[src/rtl/shift_cmd_sequencer_pkg.sv]
`default_nettype none
// ============================================================================
// Module      : shift_seq_pkg
// Description : Shared types and constants for the shift command sequencer.
//               Holds the FSM state encoding, the command record and the
//               default idle control code. Also provides the pop-target
//               decode used wherever a pending command is launched.
// Revision    : 1.0  initial release
// ============================================================================
package shift_seq_pkg;

    localparam int         CMD_DATA_W        = 8;
    localparam int         CMD_LEN_W         = 4;
    localparam logic [1:0] IDLE_CTRL_DEFAULT = 2'b00;

    typedef enum logic [1:0] {
        ST_IDLE = 2'd0,
        ST_LOAD = 2'd1,
        ST_RUN  = 2'd2,
        ST_DONE = 2'd3
    } state_t;

    // One buffered command. Field widths track the default sequencer widths.
    typedef struct packed {
        logic                  load;
        logic [CMD_DATA_W-1:0] data;
        logic [1:0]            mode;
        logic [CMD_LEN_W-1:0]  len;
    } cmd_t;

    // First state entered when a command leaves the pending buffer.
    function automatic state_t pop_target(input cmd_t c);
        if (c.load) begin
            return ST_LOAD;
        end else if (c.len != '0) begin
            return ST_RUN;
        end else begin
            return ST_DONE;
        end
    endfunction

endpackage
`default_nettype wire

[src/rtl/shift_cmd_sequencer_if.sv]
`default_nettype none
// ============================================================================
// Module      : shift_cmd_sequencer_if
// Description : Command handshake bundle feeding the shift command sequencer.
//               master : command source (drives valid and command fields)
//               slave  : sequencer (drives ready)
//   cmd_valid / cmd_ready : valid/ready handshake
//   cmd_load  : load cmd_data into the counter before running
//   cmd_data  : counter load value
//   cmd_mode  : control code applied during RUN
//   cmd_len   : number of RUN cycles
// Revision    : 1.0  initial release
// ============================================================================
interface shift_cmd_sequencer_if
    import shift_seq_pkg::*;
#(
    parameter int WIDTH = CMD_DATA_W,
    parameter int CNT_W = CMD_LEN_W
) ();

    logic             cmd_valid;
    logic             cmd_ready;
    logic             cmd_load;
    logic [WIDTH-1:0] cmd_data;
    logic [1:0]       cmd_mode;
    logic [CNT_W-1:0] cmd_len;

    modport master (
        output cmd_valid,
        output cmd_load,
        output cmd_data,
        output cmd_mode,
        output cmd_len,
        input  cmd_ready
    );

    modport slave (
        input  cmd_valid,
        input  cmd_load,
        input  cmd_data,
        input  cmd_mode,
        input  cmd_len,
        output cmd_ready
    );

endinterface
`default_nettype wire

[src/rtl/shift_cmd_sequencer_buf.sv]
`default_nettype none
// ============================================================================
// Module      : shift_cmd_buf
// Description : One-deep pending command register with a full flag.
//               Written on accept, cleared on pop. Write and clear never
//               coincide because accept needs an empty buffer and pop a full
//               one; write is still given priority for robustness.
//   clk, rst : clock and synchronous active-high reset
//   wr_en    : accept strobe, wr_cmd is captured
//   rd_en    : pop strobe, full flag clears
//   full     : buffer holds a command
//   cmd      : buffered command
// Revision    : 1.0  initial release
// ============================================================================
module shift_cmd_buf
    import shift_seq_pkg::*;
(
    input  wire logic clk,
    input  wire logic rst,
    input  wire logic wr_en,
    input  wire cmd_t wr_cmd,
    input  wire logic rd_en,
    output logic      full,
    output cmd_t      cmd
);

    logic r_full;
    cmd_t r_cmd;

    always_ff @(posedge clk) begin
        if (rst) begin
            r_full <= 1'b0;
            r_cmd  <= '0;
        end else if (wr_en) begin
            r_full <= 1'b1;
            r_cmd  <= wr_cmd;
        end else if (rd_en) begin
            r_full <= 1'b0;
        end
    end

    assign full = r_full;
    assign cmd  = r_cmd;

endmodule
`default_nettype wire

[src/rtl/shift_cmd_sequencer.sv]
`default_nettype none
// ============================================================================
// Module      : shift_cmd_sequencer
// Description : Command sequencer in front of the 8-bit shift counter.
//               Accepts commands over a valid/ready bundle, buffers one, and
//               walks IDLE -> [LOAD] -> [RUN x len] -> DONE, driving the
//               counter's load/i/control. The counter's q is captured as the
//               result when DONE closes.
//   clk, rst     : clock and synchronous active-high reset
//   cmd          : command bundle (slave side)
//   load, i      : counter load strobe and load value
//   control      : counter control code
//   q_in         : counter output
//   busy, done   : FSM not idle / one-cycle DONE pulse
//   result       : q_in captured at the end of DONE
//   result_valid : one-cycle pulse the cycle after DONE
// Revision    : 1.0  initial release
// ============================================================================
module shift_cmd_sequencer
    import shift_seq_pkg::*;
#(
    // The command record in the package is sized by CMD_DATA_W/CMD_LEN_W;
    // WIDTH and CNT_W must stay equal to those.
    parameter int         WIDTH     = CMD_DATA_W,
    parameter int         CNT_W     = CMD_LEN_W,
    parameter logic [1:0] IDLE_CTRL = IDLE_CTRL_DEFAULT
) (
    input  wire logic              clk,
    input  wire logic              rst,
    shift_cmd_sequencer_if.slave   cmd,
    output logic                   load,
    output logic [WIDTH-1:0]       i,
    output logic [1:0]             control,
    input  wire logic [WIDTH-1:0]  q_in,
    output logic                   busy,
    output logic                   done,
    output logic [WIDTH-1:0]       result,
    output logic                   result_valid
);

    logic   w_pend_full;
    cmd_t   w_pend;
    cmd_t   w_wr_cmd;
    logic   w_accept;
    logic   w_pop;
    state_t w_next;
    logic [1:0] w_run_mode;

    state_t           r_state;
    logic [1:0]       r_mode;
    logic [CNT_W-1:0] r_run_cnt;
    logic             r_load;
    logic [WIDTH-1:0] r_i;
    logic [1:0]       r_control;
    logic             r_busy;
    logic             r_done;
    logic [WIDTH-1:0] r_result;
    logic             r_result_valid;

    assign cmd.cmd_ready = !w_pend_full;
    assign w_accept      = cmd.cmd_valid && !w_pend_full;
    assign w_wr_cmd      = '{load: cmd.cmd_load, data: cmd.cmd_data,
                             mode: cmd.cmd_mode, len: cmd.cmd_len};
    assign w_pop         = w_pend_full && (r_state == ST_IDLE || r_state == ST_DONE);

    shift_cmd_buf u_buf (
        .clk    (clk),
        .rst    (rst),
        .wr_en  (w_accept),
        .wr_cmd (w_wr_cmd),
        .rd_en  (w_pop),
        .full   (w_pend_full),
        .cmd    (w_pend)
    );

    always_comb begin
        w_next = r_state;
        case (r_state)
            ST_IDLE: if (w_pend_full) w_next = pop_target(w_pend);
            // The run counter already holds len from the pop.
            ST_LOAD: w_next = (r_run_cnt != '0) ? ST_RUN : ST_DONE;
            ST_RUN:  if (r_run_cnt == CNT_W'(1)) w_next = ST_DONE;
            ST_DONE: w_next = w_pend_full ? pop_target(w_pend) : ST_IDLE;
            default: w_next = ST_IDLE;
        endcase
    end

    // A RUN entered straight from a pop takes its mode from the buffer.
    assign w_run_mode = w_pop ? w_pend.mode : r_mode;

    // Outputs are registered from the next state so they line up with it.
    always_ff @(posedge clk) begin
        if (rst) begin
            r_state        <= ST_IDLE;
            r_mode         <= IDLE_CTRL;
            r_run_cnt      <= '0;
            r_load         <= 1'b0;
            r_i            <= '0;
            r_control      <= IDLE_CTRL;
            r_busy         <= 1'b0;
            r_done         <= 1'b0;
            r_result       <= '0;
            r_result_valid <= 1'b0;
        end else begin
            r_state <= w_next;

            if (w_pop) begin
                r_mode    <= w_pend.mode;
                r_run_cnt <= w_pend.len;
            end else if (r_state == ST_RUN) begin
                r_run_cnt <= r_run_cnt - 1'b1;
            end

            if (w_pop && w_pend.load) begin
                r_i <= w_pend.data;
            end

            r_load    <= (w_next == ST_LOAD);
            r_control <= (w_next == ST_RUN) ? w_run_mode : IDLE_CTRL;
            r_busy    <= (w_next != ST_IDLE);
            r_done    <= (w_next == ST_DONE);

            r_result_valid <= (r_state == ST_DONE);
            if (r_state == ST_DONE) begin
                r_result <= q_in;
            end
        end
    end

    assign load         = r_load;
    assign i            = r_i;
    assign control      = r_control;
    assign busy         = r_busy;
    assign done         = r_done;
    assign result       = r_result;
    assign result_valid = r_result_valid;

endmodule
`default_nettype wire
[src/flat_wrapper.sv]
// flat-port wrapper written by rule: the top's interface ports become plain ports
module shift_cmd_sequencer_flat import shift_seq_pkg::*;
#(
                                                                          
                                                
    parameter int         WIDTH     = CMD_DATA_W,
    parameter int         CNT_W     = CMD_LEN_W,
    parameter logic [1:0] IDLE_CTRL = IDLE_CTRL_DEFAULT
)
  (clk, rst, load, i, control, q_in, busy, done, result, result_valid, cmd_cmd_valid, cmd_cmd_load, cmd_cmd_data, cmd_cmd_mode, cmd_cmd_len, cmd_cmd_ready);
  shift_cmd_sequencer_if #(.WIDTH(WIDTH), .CNT_W(CNT_W)) cmd_i ();
  input  wire logic clk;
  input  wire logic rst;
  output logic load;
  output logic [WIDTH-1:0] i;
  output logic [1:0] control;
  input  wire logic [WIDTH-1:0] q_in;
  output logic busy;
  output logic done;
  output logic [WIDTH-1:0] result;
  output logic result_valid;
  input wire logic [$bits(cmd_i.cmd_valid)-1:0] cmd_cmd_valid;
  input wire logic [$bits(cmd_i.cmd_load)-1:0] cmd_cmd_load;
  input wire logic [$bits(cmd_i.cmd_data)-1:0] cmd_cmd_data;
  input wire logic [$bits(cmd_i.cmd_mode)-1:0] cmd_cmd_mode;
  input wire logic [$bits(cmd_i.cmd_len)-1:0] cmd_cmd_len;
  output wire logic [$bits(cmd_i.cmd_ready)-1:0] cmd_cmd_ready;
  assign cmd_i.cmd_valid = cmd_cmd_valid;
  assign cmd_i.cmd_load = cmd_cmd_load;
  assign cmd_i.cmd_data = cmd_cmd_data;
  assign cmd_i.cmd_mode = cmd_cmd_mode;
  assign cmd_i.cmd_len = cmd_cmd_len;
  assign cmd_cmd_ready = cmd_i.cmd_ready;
  shift_cmd_sequencer #(.WIDTH(WIDTH), .CNT_W(CNT_W), .IDLE_CTRL(IDLE_CTRL)) u_core (.clk(clk), .rst(rst), .cmd(cmd_i), .load(load), .i(i), .control(control), .q_in(q_in), .busy(busy), .done(done), .result(result), .result_valid(result_valid));
endmodule
[config.mk]
export PLATFORM = sky130hd
export DESIGN_NAME = shift_cmd_sequencer_flat
export DESIGN_NICKNAME = d
export VERILOG_FILES = /design/src/rtl/shift_cmd_sequencer_pkg.sv /design/src/rtl/shift_cmd_sequencer_if.sv /design/src/rtl/shift_cmd_sequencer_buf.sv /design/src/rtl/shift_cmd_sequencer.sv /design/src/flat_wrapper.sv
export SDC_FILE = /design/constraint.sdc
export NUM_CORES = 1
export LEC_CHECK = 0
export ABC_AREA = 0
export CAP_MARGIN = 20
export CORE_MARGIN = 4
export CORE_UTILIZATION = 51
export DETAILED_ROUTE_END_ITERATION = 10
export GPL_ROUTABILITY_DRIVEN = 0
export PLACE_DENSITY = 0.83
export SLEW_MARGIN = 10
export SYNTH_ARGS = -nofsm -noshare
export SYNTH_HDL_FRONTEND = slang
export SYNTH_HIERARCHICAL = 1
export SYNTH_SLANG_ARGS = --single-unit
[constraint.sdc]
create_clock -name clk -period 2.81 [get_ports clk]
set_input_delay 0.4215 -clock clk [delete_from_list [all_inputs] [get_ports clk]]
set_output_delay 0.4215 -clock clk [all_outputs]
set_load 0.05 [all_outputs]
== Word level (Yosys, flattened, before mapping) ==
Cells that the tools add are included.
Cells by class
  multiplexer cells: 12
  reduce and logical (&&, ||, !) cells: 12
  add/subtract/negate cells: 1
  multiply operators: 0
  shifts and indexed selects: 0
  equality and inequality tests: 7
  $lt $le $gt $ge: 0
  div/mod/pow operators: 0
  bitwise logic cells: 1
Operators with widths (count)
  two-way mux 2 bit: 5
  == test 2 bit (second input constant): 4
  two-way mux 4 bit: 2
  case mux 2 bit (4 select lines): 1
  nonzero test 4 bit: 2
  nonzero test 2 bit: 3
  == test 2 x 1 -> 1 bit (second input constant): 2
  == test 4 x 1 -> 1 bit (second input constant): 1
  two-way mux 1 bit: 4
  subtractor 4 x 1 -> 4 bit (second input constant): 1
  logical AND 1 bit: 3
  zero test 2 bit: 1
  OR reduction 2 bit: 1
  zero test 1 bit: 1
  logical OR 1 bit: 1
  NOT 1 bit: 1
Word-level totals
  input port bits: 26
  memory bits (read-only): 0
  logic and storage cells: 48
  memories: 0
  register bits: 46
  latch bits: 0
  RAM bits: 0
  output and inout bits: 23

== Depth between registers and ports, before layout ==
  depth in word-level cells: 8
  mapped depth: 8
  depth with buffers taken out: 7

== Modules after synthesis ==
The synthesis kept the hierarchy.
Modules (own cells, without submodules)
  shift_cmd_sequencer: cells an instance 135, seq. area each 600.6 sq um, area an instance 1276.2 sq um, instances 1
  shift_cmd_buf: cells an instance 53, seq. area each 320.3 sq um, area an instance 584.3 sq um, instances 1

== Least setup slack after synthesis ==
No wires, ideal clock.
  path type: register to register
  start point: register u_core.r_state[0]
  end point: register u_core.r_load (netlist: u_core/load)
  library setup time: 0.131 ns
  path buffers: 1
  slack: 1.305 ns
  data required time: 2.679 ns
  data arrival time: 1.374 ns
  period minus slack after synthesis: 1.505 ns
  stages on the path, launching flop included: 8
  cells stage by stage: dfxtp_1 -> inv_1 -> ha_1 -> buf_6 -> nor2b_1 -> o21ai_1 -> nand3_1 -> nor3b_2
On the way
  cells in the longest elaborated chain, start to end: 3
  elaborated cells on any way between the ends: 8
  classes of those cells: eq/ne: 4; mux: 3; reduce/logical: 1
RTL lines
  from (decl): RTL line shift_cmd_sequencer.sv:49  | state_t r_state;
  from (signal assigned): RTL line shift_cmd_sequencer.sv:105  | r_state <= w_next;
  == test 2 bit, or another cell as far along: RTL line shift_cmd_sequencer.sv:78  | case (r_state)
  case mux 2 bit (4 select lines) (*): RTL line shift_cmd_sequencer.sv:78
  == test 2 x 1 -> 1 bit (*): RTL line shift_cmd_sequencer.sv:118  | r_load <= (w_next == ST_LOAD);
  to (signal assigned): RTL line shift_cmd_sequencer.sv:118
  to (decl): RTL line shift_cmd_sequencer.sv:52  | logic r_load;
Every way passes the cells marked *; elsewhere a longest branch is shown, timed or not.
A chain may end at the register's enable or synchronous reset.

== Worst setup path in the final report ==
  start point: register u_core.u_buf.r_full (netlist: u_core/u_buf/full)
  end point: output port cmd_cmd_ready
On the way
  cells in the longest elaborated chain, start to end: 1
RTL lines
  from (decl): RTL line shift_cmd_sequencer_buf.sv:27  | logic r_full;
  from (signal assigned): RTL line shift_cmd_sequencer_buf.sv:32  | r_full <= 1'b0;
  from (signal assigned): RTL line shift_cmd_sequencer_buf.sv:35  | r_full <= 1'b1;
  from (signal assigned): RTL line shift_cmd_sequencer_buf.sv:38  | r_full <= 1'b0;
  zero test 1 bit: RTL line shift_cmd_sequencer.sv:60  | assign cmd.cmd_ready = !w_pend_full;
  to (decl): RTL line flat_wrapper.sv:27  | output wire logic [$bits(cmd_i.cmd_ready)-1:0] cmd_cmd_ready;
Every way passes these cells.

==> Implementation_results.wiki <==
{| class="wikitable"
! Metric !! Value
|-
| Worst-Skew Late Latency || between 0.2 and 0.3 ns
|-
| Count of cells resized by post-cts repair || 0
|-
| Final Max Slew Viols || 0
|-
| Area growth from synthesis to final layout || 31.1%
|-
| Static Leakage || about 0.00092 uW
|-
| HPWL after detailed placement || 2540 um
|-
| Maximum count of clock buffers along a single path || 2
|-
| Number of standard-cell rows in the floorplan || 21
|-
| Number of I/O port buffers || 48
|-
| Share of post-route cells with drive strength above 1 || 0.0598
|-
| Min-delay worst type || flop to flop
|-
| Post-detailed-route via-to-cell ratio || ~4.9
|-
| Fin crit period || approximately 2 ns
|-
| PnR Total Power || 1660 uW
|-
| Routed wire length on met3 || 115 um
|-
| Die width || 68.4 um
|-
| Num Clock Sinks || 46
|-
| Synth warnings || 6
|-
| Overall overflow remaining after global route || 0
|-
| Pre-Repair DR Iteration Count || 4
|-
| Final period util || 0.700
|-
| Peak fanout along the critical path || 9
|-
| Register-to-register setup slack || a little over 0.9 ns
|-
| Startpoint-to-endpoint class of the critical path || flop to output pin
|-
| Multi-input logic area || 828 sq um
|-
| Buffer type at the clock tree root || sky130_fd_sc_hd__clkbuf_8
|-
| Setup bufs post-CTS || 0
|-
| Accumulated negative setup slack || 0 ns
|-
| Core Footprint || 3440 sq um
|-
| Final instance count without filler cells || 280
|-
| Overall via count from detail_route || 1376
|-
| Endpoint of the most critical register-to-register path || u_core/i[0]
|-
| M1 WL || 1690 um
|-
| VDD IR-drop max || 0.398 mV
|-
| Worst Hold Slack || approximately 0.46 ns
|-
| Type of element launching the critical path || flop
|-
| Fillers || 280
|-
| Total routing usage reported by global routing || 0.169
|-
| Die Area || about 4700 sq um
|-
| Die Height || 68.4 um
|-
| Worst Clk Skew || ~0.0046 ns
|-
| Routed Antenna Nets || 0
|-
| Antenna violations before repair || 0
|-
| Number of cells after detailed placement || 272
|-
| Post-detailed-route DRC marker count || 0
|-
| Final count of hold timing violations || 0
|-
| Worst Hold Path Cells || 2
|-
| Wire length reported by the detailed router || roughly 3600 um
|-
| Net count of the mapped netlist || roughly 220
|-
| Max layer used || met4
|-
| Cell depth of the worst flop-to-flop path || 7
|-
| Max-cap viol count || 0
|-
| Hold-fix buffers at CTS || 0
|-
| Worst Min Path Start || u_core/i[4]
|-
| Critical path required time || between 2 and 2.5 ns
|-
| Cell count after synthesis || about 190
|-
| CTS H-Tree Depth || 2
|-
| Startpoint of the most critical register-to-register path || u_core/r_state[0]
|-
| Area leader, netlist || sky130_fd_sc_hd__dfxtp_1
|-
| Headroom to the max-slew limit || 0.601
|-
| Post-synthesis sequential area ratio || 0.495
|-
| Vias in the first global route || 1333
|-
| Average footprint of a synthesized cell || roughly 10 sq um
|-
| Measured slew at the worst slew-check pin || 0.599 ns
|-
| DR iter-0 viols || 55
|-
| Seq cells post-synth || 46
|-
| Clock transition time at the flip-flop clock pins of the worst setup and hold paths || 0.08 ns
|-
| Capturing element type of the critical path || output pin
|-
| Routed length on met2 || 1730 um
|-
| Setup Viol. Count Final || 0
|-
| Arrival time at the worst endpoint || about 1.6 ns
|-
| Top cells by area, synth || sky130_fd_sc_hd__dfxtp_1, sky130_fd_sc_hd__mux2i_1, sky130_fd_sc_hd__nor2_1
|-
| Cell Pwr Density || 682 nW/um^2
|-
| Effective utilization at floorplan || 0.541
|-
| Share of Yosys cell area claimed by the top area cell type || 0.495
|-
| Layout Nets || 266
|-
| RSZ-0062 raised after global routing || no
|-
| CTS tree || done
|-
| Inserted Clock Buffers || 5
|-
| Post-synthesis instance area || roughly 1900 sq um
|-
| Pin count of the biggest net entering global routing || 32
|-
| Wire length of the first global-routing pass || 5980 um
|-
| Highest clock frequency the design can meet || 508 MHz
|-
| Count of distinct cell types in the synthesized netlist || 33
|-
| Result of the run || complete, no violations
|-
| Hold-critical path endpoint || u_core/i[4]
|-
| Num ports || 49
|-
| Area of all sequential standard cells || 921 sq um
|-
| Number of diodes || 0
|-
| Average wire per cell in the routed design || 12.8 um
|}
==> cells by family (layout without fill, tap and decap cells) <==
| group | after synthesis | after routing | synth area share |
|---|---|---|---|
| AO/OA/AOI/OAI | 19 | 19 | 0.0733 |
| XOR/XNOR | 3 | 3 | 0.0141 |
| adder cells (fa/ha/maj) | 7 | 7 | 0.0471 |
| buffers and inverters | 20 | 66 | 0.0612 |
| flip-flops | 46 | 46 | 0.495 |
| multiplexers | 25 | 25 | 0.134 |
| AND/OR/NAND/NOR | 68 | 68 | 0.175 |
==> how the worst max path moves through the flow <==
stage	startpoint	end	slack [ns]
floorplan	u_core/r_state[0]	u_core/load	1.31
global placement	u_core/r_state[0]	u_core/i[1]	0.97
detailed placement	u_core/r_state[1]	u_core/i[2]	0.95
CTS	u_core/u_buf/full	cmd_cmd_ready	0.83
global route	u_core/r_state[1]	u_core/i[1]	0.75
finish	u_core/u_buf/full	cmd_cmd_ready	0.84
==> per-layer routing <==
| metal | global-route usage | vias to the layer above |
|---|---|---|
| li1 | - | 716 |
| met1 | 0.223 | 632 |
| met2 | 0.266 | 24 |
| met3 | 0.0378 | 4 |
| met4 | 0.0695 | 0 |
| met5 | 0 | - |
==> per-stage QoR <==
stage / worst slack, ns / instance area (sq um) / util
finish: 0.843 / 2440 / 0.708
global route: 0.755 / 2440 / 0.708
CTS: 0.831 / 2440 / 0.708
detailed placement: 0.954 / 2330 / 0.678
global placement: 0.973 / 2330 / 0.678
floorplan: 1.31 / 1860 / -
==> worst max-delay path: stages, from the launching register on <==
cell and delay [ns]:
sky130_fd_sc_hd__dfxtp_1 0.39, sky130_fd_sc_hd__inv_1 0.08, sky130_fd_sc_hd__clkdlybuf4s50_1 0.79
==> layout make-up <==
| cell class | count | share of cell area |
|---|---|---|
| tap | 46 | 0.0236 |
| sequential | 46 | 0.378 |
| timing repair buffer | 50 | 0.203 |
| clock inverter | 1 | 0.0123 |
| clock buffer | 7 | 0.0313 |
| multi-input combinational | 122 | 0.340 |
| inverter | 8 | 0.0123 |
==> where the power goes <==
group / switching [uW] / internal [uW] / leakage (uW)
clock: 202 / 266 / 0.0000524
combinational: 246 / 189 / 0.000489
sequential: 45.6 / 715 / 0.000375
==> flip-flops by register name, indices dropped and copies added, names as in the netlist <==
name                 flops
u_core/control           2
u_core/done              1
u_core/result            8
u_core/u_buf/full        1
u_core/r_mode            2
u_core/busy              1
u_core/load              1
u_core/result_valid      1
u_core/r_run_cnt         4
u_core/i                 8
u_core/r_state           2
u_core/u_buf/cmd        15
==> Yosys cell counts <==
library cell,count
sky130_fd_sc_hd__and2_1,1
sky130_fd_sc_hd__buf_2,3
sky130_fd_sc_hd__inv_1,7
sky130_fd_sc_hd__o211ai_1,1
sky130_fd_sc_hd__ha_1,7
sky130_fd_sc_hd__buf_12,1
sky130_fd_sc_hd__nor4b_1,1
sky130_fd_sc_hd__or4_4,1
sky130_fd_sc_hd__nor3_1,3
sky130_fd_sc_hd__buf_4,1
sky130_fd_sc_hd__nor4_1,1
sky130_fd_sc_hd__dfxtp_1,46
sky130_fd_sc_hd__o21ai_1,1
sky130_fd_sc_hd__nor2_1,28
sky130_fd_sc_hd__o221ai_1,1
sky130_fd_sc_hd__a21oi_1,10
sky130_fd_sc_hd__nor3b_2,1
sky130_fd_sc_hd__nand2_1,12
sky130_fd_sc_hd__xnor2_1,2
sky130_fd_sc_hd__a211oi_1,3
sky130_fd_sc_hd__a22oi_2,1
sky130_fd_sc_hd__mux2i_1,25
sky130_fd_sc_hd__inv_2,1
sky130_fd_sc_hd__nand3b_1,1
sky130_fd_sc_hd__nor2b_1,4
sky130_fd_sc_hd__nand2b_1,6
sky130_fd_sc_hd__buf_1,2
sky130_fd_sc_hd__nand3_1,9
sky130_fd_sc_hd__a31oi_4,1
sky130_fd_sc_hd__clkbuf_1,3
sky130_fd_sc_hd__buf_6,2
sky130_fd_sc_hd__a32oi_1,1
sky130_fd_sc_hd__xor2_1,1
==> cell usage in the layout (no fill, tap or decap), types with 5 or more instances in the layout <==
cell,netlist,routed
sky130_fd_sc_hd__nand2b_1,6,6
sky130_fd_sc_hd__nand3_1,9,9
sky130_fd_sc_hd__inv_1,7,7
sky130_fd_sc_hd__nand2_1,12,12
sky130_fd_sc_hd__dfxtp_1,46,46
sky130_fd_sc_hd__clkdlybuf4s50_1,0,48
sky130_fd_sc_hd__a21oi_1,10,10
sky130_fd_sc_hd__clkbuf_8,0,5
sky130_fd_sc_hd__mux2i_1,25,25
sky130_fd_sc_hd__ha_1,7,7
sky130_fd_sc_hd__nor2_1,28,28
Power figures use the tool's default switching activity.
